### config.mk
export PLATFORM = sky130hd
export DESIGN_NAME = neuron_calc_sequencer
export DESIGN_NICKNAME = d
export VERILOG_FILES = /design/src/rtl/cat_rec_pkg.sv /design/src/rtl/valid_delay_line.sv /design/src/rtl/neuron_calc_sequencer.sv
export SDC_FILE = /design/constraint.sdc
export NUM_CORES = 1
export LEC_CHECK = 0
export CAP_MARGIN = 10
export CELL_PAD_IN_SITES_DETAIL_PLACEMENT = 2
export CELL_PAD_IN_SITES_GLOBAL_PLACEMENT = 2
export CORE_MARGIN = 2
export CORE_UTILIZATION = 32
export DETAILED_ROUTE_END_ITERATION = 8
export PLACE_DENSITY = 0.86
export REMOVE_ABC_BUFFERS = 1
export SLEW_MARGIN = 20
export SYNTH_ARGS = -nofsm -noshare
export SYNTH_HDL_FRONTEND = slang
export SYNTH_SLANG_ARGS = --single-unit
### constraint.sdc
create_clock -name clk -period 4.4 [get_ports clk]
set_clock_uncertainty 0.05 [all_clocks]
set_input_delay 0.88 -clock clk [delete_from_list [all_inputs] [get_ports clk]]
set_output_delay 0.88 -clock clk [all_outputs]
set_load 0.01 [all_outputs]
### src/rtl/cat_rec_pkg.sv
// Shared definitions for the cat-recognition datapath: sequencer state
// encoding, control register location and default bus geometry.
package cat_rec_pkg;

   typedef enum logic [2:0] {
      ST_IDLE   = 3'd0,
      ST_CLEAR  = 3'd1,
      ST_READ   = 3'd2,
      ST_DRAIN  = 3'd3,
      ST_RESULT = 3'd4,
      ST_DONE   = 3'd5
   } state_t;

   // Address 0 of the memory map is the control register; bit 0 is start.
   localparam int CTRL_ADDR = 0;
   localparam int START_BIT = 0;

   localparam int AMBA_WORD_DEF       = 24;
   localparam int AMBA_ADDR_DEPTH_DEF = 12;
   localparam int PIXEL_COUNT_DEF     = 3072;
   localparam int RD_LAT_DEF          = 1;

endpackage

### src/rtl/valid_delay_line.sv
// Shift register that re-times the memory read enable by the memory read
// latency, so the neuron calculator accumulates exactly when data is valid.
module valid_delay_line #(
   parameter int Depth = 1
) (
   input  logic clk,
   input  logic rst,
   input  logic flush,
   input  logic din,
   output logic dout,
   output logic tail_empty
);

   logic [Depth-1:0] stage_r;

   // Shift the valid bit one stage per cycle; a flush drops everything in flight
   always_ff @(posedge clk or negedge rst) begin
      if (!rst) begin
         stage_r <= '0;
      end else if (flush) begin
         stage_r <= '0;
      end else begin
         stage_r[0] <= din;
         for (int i = 1; i < Depth; i++) begin
            stage_r[i] <= stage_r[i-1];
         end
      end
   end

   // Nothing is in flight except possibly the stage presenting at the output
   always_comb begin
      tail_empty = 1'b1;
      for (int i = 0; i < Depth - 1; i++) begin
         tail_empty = tail_empty & ~stage_r[i];
      end
   end

   assign dout = stage_r[Depth-1];

endmodule

### src/rtl/neuron_calc_sequencer.sv
// Sequences one inference: sweeps pixel/weight memories, streams valid
// pairs to the neuron calculator, then strobes the result. Owns the shared
// memory address port (APB address when idle, sweep address while busy).
module neuron_calc_sequencer
   import cat_rec_pkg::*;
#(
   parameter int Amba_Word       = AMBA_WORD_DEF,
   parameter int Amba_Addr_Depth = AMBA_ADDR_DEPTH_DEF,
   parameter int Pixel_Count     = PIXEL_COUNT_DEF,
   parameter int Rd_Lat          = RD_LAT_DEF
) (
   input  logic                       clk,
   input  logic                       rst,
   input  logic                       start,
   input  logic [Amba_Addr_Depth-1:0] PADDR,
   input  logic                       apb_wr_en,
   output logic [Amba_Addr_Depth-1:0] mem_address,
   output logic                       mem_wr_en,
   output logic                       en_read,
   output logic                       calc_clear,
   output logic                       calc_en,
   output logic                       get_result,
   output logic                       busy,
   output logic                       done,
   output logic                       wr_reject
);

   // One spare bit so the largest legal pixel count never wraps the counter.
   localparam int CNT_W = Amba_Addr_Depth + 1;
   localparam logic [CNT_W-1:0] LAST_CNT  = CNT_W'(Pixel_Count);
   localparam logic [CNT_W-1:0] FIRST_CNT = CNT_W'(CTRL_ADDR + 1);

   if (Rd_Lat < 1 || Rd_Lat > 4) begin : g_bad_rd_lat
      $error("neuron_calc_sequencer: Rd_Lat must be 1..4");
   end
   if (Pixel_Count < 1 || Pixel_Count > (2**Amba_Addr_Depth) - 1) begin : g_bad_count
      $error("neuron_calc_sequencer: Pixel_Count out of address range");
   end
   if (START_BIT >= Amba_Word) begin : g_bad_start_bit
      $error("neuron_calc_sequencer: start bit outside control word");
   end

   state_t           state_r;
   logic [CNT_W-1:0] counter_r;
   logic             start_d_r;
   logic             live_r;
   logic             calc_clear_r;
   logic             en_read_r;
   logic             get_result_r;
   logic             busy_r;
   logic             done_r;

   logic             abort_s;
   logic             start_rise_s;
   logic             calc_en_s;
   logic             tail_empty_s;

   // start_d_r resets high so a start already asserted at reset release is not an edge
   assign start_rise_s = start & ~start_d_r;

   // A run in flight is abandoned as soon as start is withdrawn
   always_comb begin
      abort_s = 1'b0;
      case (state_r)
         ST_CLEAR, ST_READ, ST_DRAIN: abort_s = ~start;
         default:                     abort_s = 1'b0;
      endcase
   end

   // Sequencer FSM with sweep counter and registered control strobes
   always_ff @(posedge clk or negedge rst) begin
      if (!rst) begin
         state_r      <= ST_IDLE;
         counter_r    <= '0;
         start_d_r    <= 1'b1;
         live_r       <= 1'b0;
         calc_clear_r <= 1'b0;
         en_read_r    <= 1'b0;
         get_result_r <= 1'b0;
         busy_r       <= 1'b0;
         done_r       <= 1'b0;
      end else begin
         live_r       <= 1'b1;
         start_d_r    <= start;
         calc_clear_r <= 1'b0;
         get_result_r <= 1'b0;
         if (abort_s) begin
            state_r   <= ST_IDLE;
            counter_r <= '0;
            en_read_r <= 1'b0;
            busy_r    <= 1'b0;
         end else begin
            case (state_r)
               ST_IDLE: begin
                  if (start_rise_s) begin
                     state_r      <= ST_CLEAR;
                     calc_clear_r <= 1'b1;
                     busy_r       <= 1'b1;
                  end
               end
               ST_CLEAR: begin
                  state_r   <= ST_READ;
                  counter_r <= FIRST_CNT;
                  en_read_r <= 1'b1;
               end
               ST_READ: begin
                  if (counter_r == LAST_CNT) begin
                     state_r   <= ST_DRAIN;
                     en_read_r <= 1'b0;
                  end else begin
                     counter_r <= counter_r + CNT_W'(1);
                  end
               end
               ST_DRAIN: begin
                  if (tail_empty_s) begin
                     state_r      <= ST_RESULT;
                     get_result_r <= 1'b1;
                  end
               end
               ST_RESULT: begin
                  state_r <= ST_DONE;
                  busy_r  <= 1'b0;
                  done_r  <= 1'b1;
               end
               ST_DONE: begin
                  if (!start) begin
                     state_r   <= ST_IDLE;
                     counter_r <= '0;
                     done_r    <= 1'b0;
                  end
               end
               default: begin
                  state_r   <= ST_IDLE;
                  counter_r <= '0;
                  en_read_r <= 1'b0;
                  busy_r    <= 1'b0;
                  done_r    <= 1'b0;
               end
            endcase
         end
      end
   end

   valid_delay_line #(
      .Depth(Rd_Lat)
   ) u_valid_delay_line (
      .clk        (clk),
      .rst        (rst),
      .flush      (abort_s),
      .din        (en_read_r),
      .dout       (calc_en_s),
      .tail_empty (tail_empty_s)
   );

   // APB pass-through must act in the same cycle, so the address mux and
   // write gating are combinational on registered state; live_r holds them
   // at 0 while in reset.
   assign mem_address = !live_r ? '0
                      : busy_r  ? counter_r[Amba_Addr_Depth-1:0]
                      :           PADDR;
   assign mem_wr_en   = live_r & apb_wr_en & ~busy_r;
   assign wr_reject   = apb_wr_en & busy_r;

   assign calc_clear  = calc_clear_r;
   assign en_read     = en_read_r;
   assign calc_en     = calc_en_s;
   assign get_result  = get_result_r;
   assign busy        = busy_r;
   assign done        = done_r;

endmodule

-- Yosys cells after proc, flatten, opt, wreduce, memory -nomap -nowiden
Index checks and enable logic that the tools add are counted.
- ROM bits: 0
- logic and storage cells: 71
- bits in latches: 0
- register bits: 24
- bits in writable memories: 0
- memories: 0
- input port bits: 16
- output and inout bits: 20
- multiply operators: 0
- multiplexer cells: 26
- $lt $le $gt $ge: 0
- reductions and logical operators: 11
- bitwise operators: 9
- $add $sub $neg: 1
- div/mod/pow operators: 0
- shifts and indexed selects: 0
- equal/unequal tests: 14
- operators with widths (kind ; number):
    one-hot mux 13 bit (4 select lines) ; 1
    2-to-1 mux 13 bit ; 3
    2-to-1 mux 12 bit ; 2
    one-hot mux 3 bit (6 select lines) ; 1
    adder 13 x 1 -> 13 bit, second input constant ; 1
    equality test 13 x 12 -> 1 bit, second input constant ; 1
    2-to-1 mux 1 bit ; 12
    2-to-1 mux 3 bit ; 4
    inequality test 3 bit, second input constant ; 4
    OR reduction 4 bit ; 3
    AND reduction 3 bit ; 3
    equality test 3 x 2 -> 1 bit, second input constant ; 2
    equality test 3 bit, second input constant ; 2
    inequality test 2 x 1 -> 1 bit, second input constant ; 3
    one-hot mux 1 bit (3 select lines) ; 2
    OR reduction 3 bit ; 2
    inverter 1 bit ; 5
    AND 1 bit ; 4
    AND reduction 2 bit ; 2
    equality test 3 x 1 -> 1 bit, second input constant ; 1
    zero test 3 bit ; 1
    inequality test 2 bit, second input constant ; 1
    one-hot mux 1 bit (2 select lines) ; 1

-- Logic depth before layout (Yosys ltp)
Gate-level depths: netlist of the first run.
- word-level depth: 5
- mapped depth: 7
- mapped depth without buffers: 6

-- By module
From an unflattened synthesis of the first run, not the netlist that was laid out.
- cell total of the unflattened synthesis: 182
- area total of the unflattened synthesis: 1672.9 µm²
- by module, submodules not included (module ; area each (µm²) ; instances ; cells an instance ; seq. area each (µm²)):
    neuron_calc_sequencer ; 1622.8 ; 1 ; 178 ; 576.8
    valid_delay_line ; 50.0 ; 1 ; 4 ; 25.0

-- Worst setup path after synthesis of the first run
Ideal clock, no wire load.
- kind: register to output
- start point: register busy_r (netlist: busy)
- end point: output mem_address[10]
- arrival: 1.442 ns
- path buffers: 2
- setup slack: 2.028 ns
- cell stages (with the launch flop): 5
- data required time: 3.470 ns
- cells stage by stage: dfrtp_1 clkbuf_1 buf_1 mux2i_1 nor2b_1
- cells in the longest elaborated chain, start to end: 2
- ends and longest elaborated chain (what ; RTL line ; text):
    from (decl) ; neuron_calc_sequencer.sv:50 ; logic busy_r;
    from (signal assigned) ; neuron_calc_sequencer.sv:80 ; busy_r <= 1'b0;
    from (signal assigned) ; neuron_calc_sequencer.sv:91 ; busy_r <= 1'b0;
    from (signal assigned) ; neuron_calc_sequencer.sv:98 ; busy_r <= 1'b1;
    2-to-1 mux 12 bit ; neuron_calc_sequencer.sv:159 ; : busy_r ? counter_r[Amba_Addr_Depth-1:0]
    2-to-1 mux 12 bit ; neuron_calc_sequencer.sv:158 ; assign mem_address = !live_r ? '0
    to (decl) ; neuron_calc_sequencer.sv:17 ; output logic [Amba_Addr_Depth-1:0] mem_address,
No other way between the ends.

-- Worst setup path in the final report of the first run
- start point: input PADDR[10]
- end point: output mem_address[10]
- cells in the longest elaborated chain, start to end: 2
- ends and longest elaborated chain (what ; RTL line ; text):
    from (decl) ; neuron_calc_sequencer.sv:15 ; input logic [Amba_Addr_Depth-1:0] PADDR,
    2-to-1 mux 12 bit ; neuron_calc_sequencer.sv:159 ;
    2-to-1 mux 12 bit ; neuron_calc_sequencer.sv:158 ;
No other way between the ends.

==> key figures, run 1 <==
Clock tree
  • CTS tree: yes
  • H-tree depth: 1
  • Clock sink count: 24
  • Post-cts sizing count: 0
  • Worst skew pair latency: between 0.2 and 0.3 ns
  • CTS Buf Count: 3
  • Post-CTS Setup Bufs: 0
  • Root Buffer: clkbuf_8
  • Hold Buf Count CTS: 0
  • Maximum root-to-sink buffer count: 2
  • Clock transition at the registers of the reported paths: 0.10 ns

Synth
  • Syn_area_per_cell: about 9.4 µm²
  • Sequential element share of the synthesized area: 0.3892
  • Mapped cell area: 1546 µm²
  • Main flop type after synthesis: dfrtp_1
  • Share of synthesized registers carrying an async set or reset: 1.000
  • Distinct cells, synth: 49
  • Warnings, synthesis: 0
  • Synth Register Bits: 24
  • Mapped Cells: 164
  • Post-synth EDFFs: 0

Floorplan
  • Die Span X: 73.52 µm
  • Site Rows: 25
  • Initial core utilization: 0.3296
  • Die area: around 5400 µm²
  • Chip height: approximately 74 µm
  • Core ar.: 4692 µm²
  • IO Pins: 36

STA
  • Shortest period the worst path allows: around 3.1 ns
  • RSZ-0062 raised after global routing: no
  • Fin. max-slew vios: 0
  • Rel. slew slack: 0.4346
  • Slew @ Worst Pin: 0.8482 ns
  • Final setup vio count: 0
  • Max Clock Freq: 322.5 MHz
  • Fin Setup TNS: 0 ns
  • Fin. Hold Viols: 0
  • Final period utilization: 0.7047

Critical path
  • Setup crit end kind: output port
  • Startpoint Class: input port
  • CP arrival: 2.17 ns
  • Critical Path Fanout Max: 1
  • Setup CP Type: input port to output port
  • CP Data Required Time: ~3.5 ns

Finish
  • FILL cells: 508
  • Non-Filler Instances: ~250
  • Commonest non-fill, non-tap cell in the layout: clkdlybuf4s50_1
  • Diode count: 0
  • Layout net count: 210
  • Area growth from synthesis to layout: 27.83%
  • Ratio of cells with drive above 1 in the final layout: 0.07330
  • Most frequent cells in the layout: clkdlybuf4s50_1, dfrtp_1, nor2b_1

Routing
  • Drt via density: 5.812
  • Starting DRT DRC Count: 38
  • Via count: 1424
  • DRT Pass-1 Iters: 4
  • Final antenna-violating net count: 0
  • DRC viols: 0
  • Drt total wl: between 4000 and 5000 µm
  • Routed len/inst: 20.07 µm

Pwr
  • Switching Fraction: 0.3695
  • PwrDens: between 400 and 500 nW/µm²
  • Static Leak: 0.8099 nW
  • Cell-internal power: 0.0005846 W
  • Clk network pwr share: 0.217
  • VDD IR max: 0.0003644 V
  • Switch Pwr: 0.0003426 W
  • Comb pwr share: 0.404
  • Seq pwr share: 0.379

Global route
  • Largest net degree at the start of global routing: 25
  • Gr usage total: 0.2018
  • Wire length of the first global-routing pass: between 8000 and 9000 µm
  • Vias in the first global route: 1647
  • Initial antenna violation count: 0
  • Grt ovf: 0

Status
  • Outcome: finished clean

Placement
  • HPWL after DPL: ~3700 µm
  • Gp weighted congestion: 0.8273
  • Buffers on Ports: 35
  • Cell total after placement: 241

Hold path
  • Hold Path Class: input port to asynchronous set/reset pin

Flow run
  • # Max-Cap Violations: 0
## synth_stat cells (3+ instances only)
master | number | area share
a22oi_1 | 3 | 0.015
a31oi_1 | 6 | 0.024
o21ai_0 | 7 | 0.023
mux2i_1 | 13 | 0.084
nor2_1 | 7 | 0.017
inv_1 | 7 | 0.017
nor2b_1 | 16 | 0.065
dfrtp_1 | 23 | 0.37
clkbuf_1 | 9 | 0.022
nand2_1 | 6 | 0.015
a21oi_1 | 4 | 0.013
nand3_1 | 7 | 0.023
o31ai_1 | 10 | 0.049
## area by class of cell
type | count | area (µm²) | share of cell area
timing repair buffer | 35 | 345.3 | 0.1747
clock buffer | 3 | 41.29 | 0.02089
clock inverter | 1 | 30.03 | 0.01519
tap | 54 | 67.56 | 0.03418
inverter | 7 | 26.28 | 0.01329
sequential | 24 | 601.8 | 0.3044
multi-input combinational | 121 | 864.6 | 0.4373
## state kept, by name, summed over array words and instances (netlist names)
| signal | cells |
|---|---|
| counter_r | 13 |
| state_r | 3 |
| busy | 1 |
| calc_clear | 1 |
| done | 1 |
| en_read | 1 |
| get_result | 1 |
| live_r | 1 |
| start_d_r | 1 |
| u_valid_delay_line.dout | 1 |
## power by group through the flow
stage / Sequential, W / Clock [W] / Combinational, W
floorplan: 0.000339 / 0 / 0.000210
CTS: 0.000354 / 0.000203 / 0.000382
global route: 0.000367 / 0.000211 / 0.000410
global placement: 0.000348 / 0 / 0.000356
finish: 0.000351 / 0.000201 / 0.000375
detailed placement: 0.000357 / 0 / 0.000379
## worst max-delay path, stage by stage
cell	delay (ns)
clkdlybuf4s50_1	0.47
mux2i_1	0.09
nor2b_1	0.17
clkdlybuf4s50_1	0.56
## cell families after synthesis
logic type	count (synthesis)	share of synthesized area
compound gates	41	0.1812
xor+xnor	3	0.01699
fa+ha+maj	3	0.02265
buf+inv	19	0.05178
flops	24	0.3892
mux	13	0.08414
other cells	1	0.002425
simple gates	60	0.2516
## metrics by stage
step	total power [W]	area [µm²]	util	setup slack [ns]	hold slack, ns
3_5_place_dp	0.0007359	1906	0.4061	1.134	0.5114
4_1_cts	0.0009386	1977	0.4213	1.282	0.5292
6_report	0.0009272	1977	0.4213	1.299	0.5245
3_3_place_gp	0.0007036	1911	0.4072	1.364	0.4849
5_1_grt	0.0009878	1977	0.4213	1.198	0.5689
2_1_floorplan	0.0005494	1493	-	2.329	0.4549
## path summary, 6_finish.rpt
check	startpoint	endpoint	slack [ns]	cells after the start
min	rst	counter_r[6]$_DFFE_PN0P_	0.52	1
max reg2reg	counter_r[0]$_DFFE_PN0P_	counter_r[9]$_DFFE_PN0P_	2.06	6
min in group clk	counter_r[4]$_DFFE_PN0P_	counter_r[4]$_DFFE_PN0P_	0.53	1
max	PADDR[10]	mem_address[10]	1.30	4
min reg2reg	counter_r[4]$_DFFE_PN0P_	counter_r[4]$_DFFE_PN0P_	0.53	1
max in group asynchronous	rst	counter_r[12]$_DFFE_PN0P_	3.38	1
## per-layer routing
layer  track usage  up-vias  part of all wire
met1        0.2175      724              0.39
met5             0        -                 0
met2        0.4097       33              0.57
met3       0.02743        5             0.034
met4       0.03838        0            0.0083
li1              -      662                 -
Note: power is estimated with default switching activity, not from simulation.
==> run 2, diff against run 1 <==
- CORE_UTILIZATION: 32 -> 30
- PLACE_DENSITY: 0.86 -> 0.81
- clock period: 4.4 -> 2.95 ns (I/O delays scaled with it)
==> key figures, run 2 (same netlist as run 1, synthesis figures left out) <==
Finish
  • Diode count: 0 (unchanged)
  • FILL cells: 571 (+12%)
  • Multi-input logic area: 864.6 µm² (unchanged)
  • Non-Filler Instances: 266 (+8.6%)
  • Largest register by flop count: counter_r
  • FF/Latch Area: 601.8 µm² (unchanged)
  • Layout net count: 215 (+2.4%)
  • Area growth from synthesis to layout: 30.18%
  • Regs by FF count: counter_r (13), state_r (3)
  • Ratio of cells with drive above 1 in the final layout: 0.08673 (+0.01344)
  • Max reg flops: 13 (unchanged)
  • Most frequent cells in the layout: clkdlybuf4s50_1, dfrtp_1, nor2b_1
  • Commonest non-fill, non-tap cell in the layout: clkdlybuf4s50_1

Floorplan
  • Chip height: 75.80 µm (+3.1%)
  • Site Rows: 26 (+4.0%)
  • IO Pins: 36 (unchanged)
  • Die area: 5745 µm² (+6.3%)
  • Die Span X: 75.80 µm (+3.1%)
  • Initial core utilization: 0.3067 (-0.02290)
  • Core ar.: 5042 µm² (+7.5%)

Routing
  • Max Used Layer: met4
  • DRT Pass-1 Iters: 4 (unchanged)
  • Routed len/inst: 17.56 µm (-13%)
  • Met2 WL: 2408 µm (-13%)
  • Metal3 WL: 162 µm (-4.1%)
  • Starting DRT DRC Count: 62 (+63%)
  • DRC viols: 0 (unchanged)
  • Drt total wl: 4670 µm (-5.0%)
  • Via count: 1404 (-1.4%)
  • Final antenna-violating net count: 0 (unchanged)
  • M1 wire length: 2067 µm (+7.3%)
  • Drt via density: 5.278 (-9.2%)

Global route
  • Initial antenna violation count: 0 (unchanged)
  • Largest net degree at the start of global routing: 25 (unchanged)
  • Vias in the first global route: 1532 (-7.0%)
  • Gr usage total: 0.1779 (-0.02390)
  • Wire length of the first global-routing pass: 7755 µm (-7.5%)
  • Grt ovf: 0 (unchanged)

Pwr
  • VDD IR max: 0.0003869 V (+6.2%)
  • PwrDens: 645.8 nW/µm² (+38%)
  • Final Power: 0.001300 W (+40%)
  • Static Leak: 0.8213 nW (+1.4%)

STA
  • Max Clock Freq: about 370 MHz
  • Fin Setup TNS: 0 ns (unchanged)
  • Rel. slew slack: 0.4828 (+0.04824)
  • Shortest period the worst path allows: between 2 and 3 ns
  • Slew @ Worst Pin: 0.7758 ns (-0.07237 ns)
  • Final period utilization: 0.9042
  • Final setup vio count: 0 (unchanged)
  • RSZ-0062 raised after global routing: no
  • Fin. max-slew vios: 0 (unchanged)
  • Fin. Hold Viols: 0 (unchanged)

Placement
  • Gp weighted congestion: 0.8149 (-1.5%)
  • Buffers on Ports: 35 (unchanged)
  • HPWL after DPL: 3521 µm (-5.2%)
  • Cell total after placement: 262 (+8.7%)

Clock tree
  • CTS tree: yes
  • Maximum root-to-sink buffer count: 2 (unchanged)
  • Post-CTS Setup Bufs: 0 (unchanged)
  • Hold Buf Count CTS: 0 (unchanged)
  • CTS Buf Count: 3 (unchanged)
  • Root Buffer: clkbuf_8
  • H-tree depth: 1 (unchanged)
  • Clock sink count: 24 (unchanged)
  • Clock transition at the registers of the reported paths: 0.09 ns (about the same)
  • Worst skew pair latency: 0.28 ns (about the same)
  • Post-cts sizing count: 0 (unchanged)

Hold path
  • Hold Path Class: flip-flop to flip-flop

Critical path
  • CP Data Required Time: 2.31 ns (-1.16 ns)
  • Critical Path Fanout Max: 18 (+17)
  • Setup CP Type: flip-flop to output port
  • CP arrival: 2.03 ns (-0.14 ns)
  • Setup crit end kind: output port
  • Startpoint Class: flip-flop

Flow run
  • # Max-Cap Violations: 0 (unchanged)

Status
  • Outcome: finished clean
[run 2: cell count changes in the layout (fill, tap and decap cells not counted), sizes merged]
cell / previous run / this run
buf: 1 / 5
clkdlybuf4s50: 34 / 35
clkbuf: 3 / 4
bufinv: 1 / 0
[run 2: worst paths after layout]
check                                          from                   endpoint  slack, ns  depth (start not counted)
setup / recovery                   busy$_DFFE_PN0P_             mem_address[6]       0.28                          3
hold / removal                     done$_DFFE_PN0P_           done$_DFFE_PN0P_       0.53                          2
setup reg to reg           counter_r[0]$_DFFE_PN0P_  counter_r[12]$_DFFE_PN0P_       0.63                          6
hold reg to reg                    done$_DFFE_PN0P_           done$_DFFE_PN0P_       0.53                          2
max in group asynchronous                       rst        start_d_r$_DFF_PN1_       1.94                          2
min in group asynchronous                       rst           busy$_DFFE_PN0P_       0.62                          2
[run 2: area by class of cell]
class / instances / share of cell area
Clock buffer: 4 / 0.02237
Tap cell: 70 / 0.04351
Sequential cell: 24 / 0.2989
Inverter: 7 / 0.01305
Multi-Input combinational cell: 121 / 0.4295
Timing Repair Buffer: 40 / 0.1927
[run 2: layer usage]
layer	vias to the layer above	GRT usage
met4	0	0.03509
met1	696	0.2209
li1	672	-
met3	3	0.02778
met5	-	0
met2	33	0.3247
[run 2: report_power, final]
group	internal, W	total [W]	switching [W]
logic	0.000317	0.000569	0.000253
registers	0.000387	0.000521	0.000134
clock network	0.0000970	0.000210	0.000113
[run 2: critical path, stage by stage, from the launching register on]
cell and delay (ns):
dfrtp_1 0.85, mux2i_1 0.17, nor2b_1 0.16, clkdlybuf4s50_1 0.55
[run 2: per-stage QoR]
step	setup WS, ns	util	cell area, µm²	hold slack [ns]
after global placement	0.5293	0.3903	1968	0.4835
after detailed placement	0.4600	0.3903	1968	0.5062
final	0.2826	0.3993	2013	0.5252
after floorplan	0.8788	-	1493	0.2444
after global routing	0.1178	0.3993	2013	0.5510
after CTS	0.2314	0.3993	2013	0.5220
==> run 3, diff against run 2 <==
- PLACE_DENSITY: 0.81 -> unset
- PLACE_DENSITY_LB_ADDON: unset -> 0.1
==> key figures, run 3 (same netlist as run 1, synthesis figures left out) <==
Placement
  • Buffers on Ports: 35 (unchanged)
  • Post-Place Setup Slack: 0.5034 ns (+0.04345 ns)
  • Gp weighted congestion: 0.8245 (+1.2%)
  • HPWL after DPL: 3513 µm (-0.23%)
  • Dpl cell area: 1976 µm² (+0.38%)

Floorplan
  • IO Pins: 36 (unchanged)
  • Chip height: 75.80 µm (unchanged)
  • Die area: 5745 µm² (unchanged)
  • Initial core utilization: 0.3067 (unchanged)
  • Site Rows: 26 (unchanged)
  • Core ar.: 5042 µm² (unchanged)
  • Die Span X: 75.80 µm (unchanged)

Critical path
  • Worst r2r src: counter_r[0]$_DFFE_PN0P_
  • Critical Path Max Stage Delay: 0.54 ns (-0.31 ns)
  • CP startpoint: busy$_DFFE_PN0P_
  • CP arrival: 1.88 ns (-0.15 ns)
  • Slowest CP cell: clkdlybuf4s50_1
  • Critical Path Fanout Max: 12 (-6)
  • Critical path, cell by cell: buf_4, mux2i_1, nor2b_1, clkdlybuf4s50_1
  • CP Data Required Time: 2.31 ns (about the same)
  • Setup CP Type: flip-flop to output port
  • Buf/Inv on CP: 2 (+1)
  • Setup crit end kind: output port
  • Top delay family on crit path: buffers and inverters
  • Startpoint Class: flip-flop

Routing
  • Metal3 WL: 158 µm (-2.5%)
  • Final antenna-violating net count: 0 (unchanged)
  • Drt total wl: 4853 µm (+3.9%)
  • DRT Pass-1 Iters: 4 (unchanged)
  • Drt via density: 5.416 (+2.6%)
  • DRC viols: 0 (unchanged)
  • Met2 WL: 2467 µm (+2.5%)
  • Max Used Layer: met4
  • Routed len/inst: 18.18 µm (+3.5%)
  • M1 wire length: 2165 µm (+4.7%)
  • Via count: 1446 (+3.0%)
  • Starting DRT DRC Count: 78 (+26%)

Finish
  • Fin area: 2031 µm² (+0.87%)
  • Diode count: 0 (unchanged)
  • Ratio of cells with drive above 1 in the final layout: 0.09645 (+0.009712)
  • Layout net count: 216 (+0.47%)
  • Max reg flops: 13 (unchanged)
  • Largest register by flop count: counter_r
  • Most frequent cells in the layout: clkdlybuf4s50_1, dfrtp_1, nor2b_1
  • Area growth from synthesis to layout: 31.31%
  • Commonest non-fill, non-tap cell in the layout: clkdlybuf4s50_1
  • Regs by FF count: counter_r (13), state_r (3)

Pwr
  • Switching Fraction: 0.3824 (-0.001711)
  • Switch Pwr: 0.0005142 W (+3.0%)
  • Static Leak: 0.8320 nW (+1.3%)
  • Clk network pwr share: 0.177 (+0.015)
  • VDD IR max: 0.0003300 V (-15%)
  • Seq pwr share: 0.367 (-0.034)
  • Comb pwr share: 0.456 (+0.018)
  • Cell-internal power: 0.0008304 W (+3.7%)
  • PwrDens: 662.1 nW/µm² (+2.5%)

Hold path
  • Hold Path Class: flip-flop to flip-flop
  • Hold path startpoint: done$_DFFE_PN0P_

Global route
  • Grt ovf: 0 (unchanged)
  • Initial antenna violation count: 0 (unchanged)
  • Largest net degree at the start of global routing: 25 (unchanged)
  • Gr usage total: 0.1862 (+0.008286)
  • Vias in the first global route: 1554 (+1.4%)
  • Wire length of the first global-routing pass: 7969 µm (+2.8%)

Clock tree
  • Post-cts sizing count: 0 (unchanged)
  • CTS tree: yes
  • Post-CTS Setup Bufs: 0 (unchanged)
  • H-tree depth: 1 (unchanged)
  • Clock transition at the registers of the reported paths: 0.09 ns (about the same)
  • CTS Buf Count: 3 (unchanged)
  • Clock sink count: 24 (unchanged)
  • Worst skew pair latency: 0.28 ns (about the same)
  • Maximum root-to-sink buffer count: 2 (unchanged)
  • Hold Buf Count CTS: 0 (unchanged)
  • Root Buffer: clkbuf_8

STA
  • Final period utilization: 0.8547 (-0.04948)
  • Fin Setup TNS: 0 ns (unchanged)
  • Fin. Hold Viols: 0 (unchanged)
  • RSZ-0062 raised after global routing: no
  • Worst hold slack: 0.5207 ns (-0.004507 ns)
  • Max Clock Freq: 396.6 MHz (+5.8%)
  • Shortest period the worst path allows: 2.521 ns (-0.1460 ns)
  • Final setup vio count: 0 (unchanged)
  • Setup ws final: 0.4285 ns (+0.1460 ns)
  • Fin. max-slew vios: 0 (unchanged)

Status
  • Outcome: finished clean

Flow run
  • # Max-Cap Violations: 0 (unchanged)
==> run 3: cell types whose count changed in the layout (fill, tap and decap cells not counted) <==
cell,change
buf_4,+1
clkbuf_8,+1
clkbuf_1,-1
==> run 3: final cells by class <==
class                           instances  area (µm²)
Clock buffer                            4       55.05
Fill cell                             560        3012
Inverter                                7       26.28
Multi-Input combinational cell        121       864.6
Sequential cell                        24       601.8
Tap cell                               70       87.58
Timing Repair Buffer                   41       395.4
==> run 3: path summary, 6_finish.rpt <==
path,end,slack [ns],cells past startpoint
hold reg to reg,done$_DFFE_PN0P_,0.52,2
min in group asynchronous,calc_clear$_DFF_PN0_,0.62,2
hold / removal,done$_DFFE_PN0P_,0.52,2
max in group asynchronous,start_d_r$_DFF_PN1_,1.94,2
setup / recovery,mem_address[3],0.43,4
setup reg to reg,counter_r[12]$_DFFE_PN0P_,0.63,6
==> run 3: worst register-to-register path, delay by kind of cell, from the launching register on <==
| family | cells | cell delay (ns) |
|---|---|---|
| compound gates | 1 | 0.15 |
| flops | 1 | 0.48 |
| simple gates | 3 | 1.27 |
| buf+inv | 1 | 0.12 |
| fa+ha+maj | 1 | 0.14 |
==> run 3: routing by layer <==
layer  vias up  track usage
li1        673            -
met1       738       0.2424
met2        30       0.3228
met3         5      0.02381
met4         0      0.05263
met5         -            0
==> run 3: per-stage QoR <==
| step | utilization | std cells | total power [W] |
|---|---|---|---|
| floorplan | - | 152 | 0.0008194 |
| global route | 0.4027 | 267 | 0.001442 |
| detailed placement | 0.3918 | 263 | 0.001117 |
| CTS | 0.4027 | 267 | 0.001361 |
| finish | 0.4027 | 267 | 0.001345 |
| global placement | 0.3918 | 263 | 0.001090 |
==> run 3: power groups by stage <==
| stage | clock [W] | sequential (W) | combinational, W |
|---|---|---|---|
| after floorplan | 0 | 0.000506 | 0.000313 |
| after global placement | 0 | 0.000492 | 0.000599 |
| after detailed placement | 0 | 0.000496 | 0.000621 |
| after CTS | 0.000243 | 0.000492 | 0.000625 |
| after global routing | 0.000255 | 0.000507 | 0.000680 |
| final | 0.000238 | 0.000493 | 0.000614 |
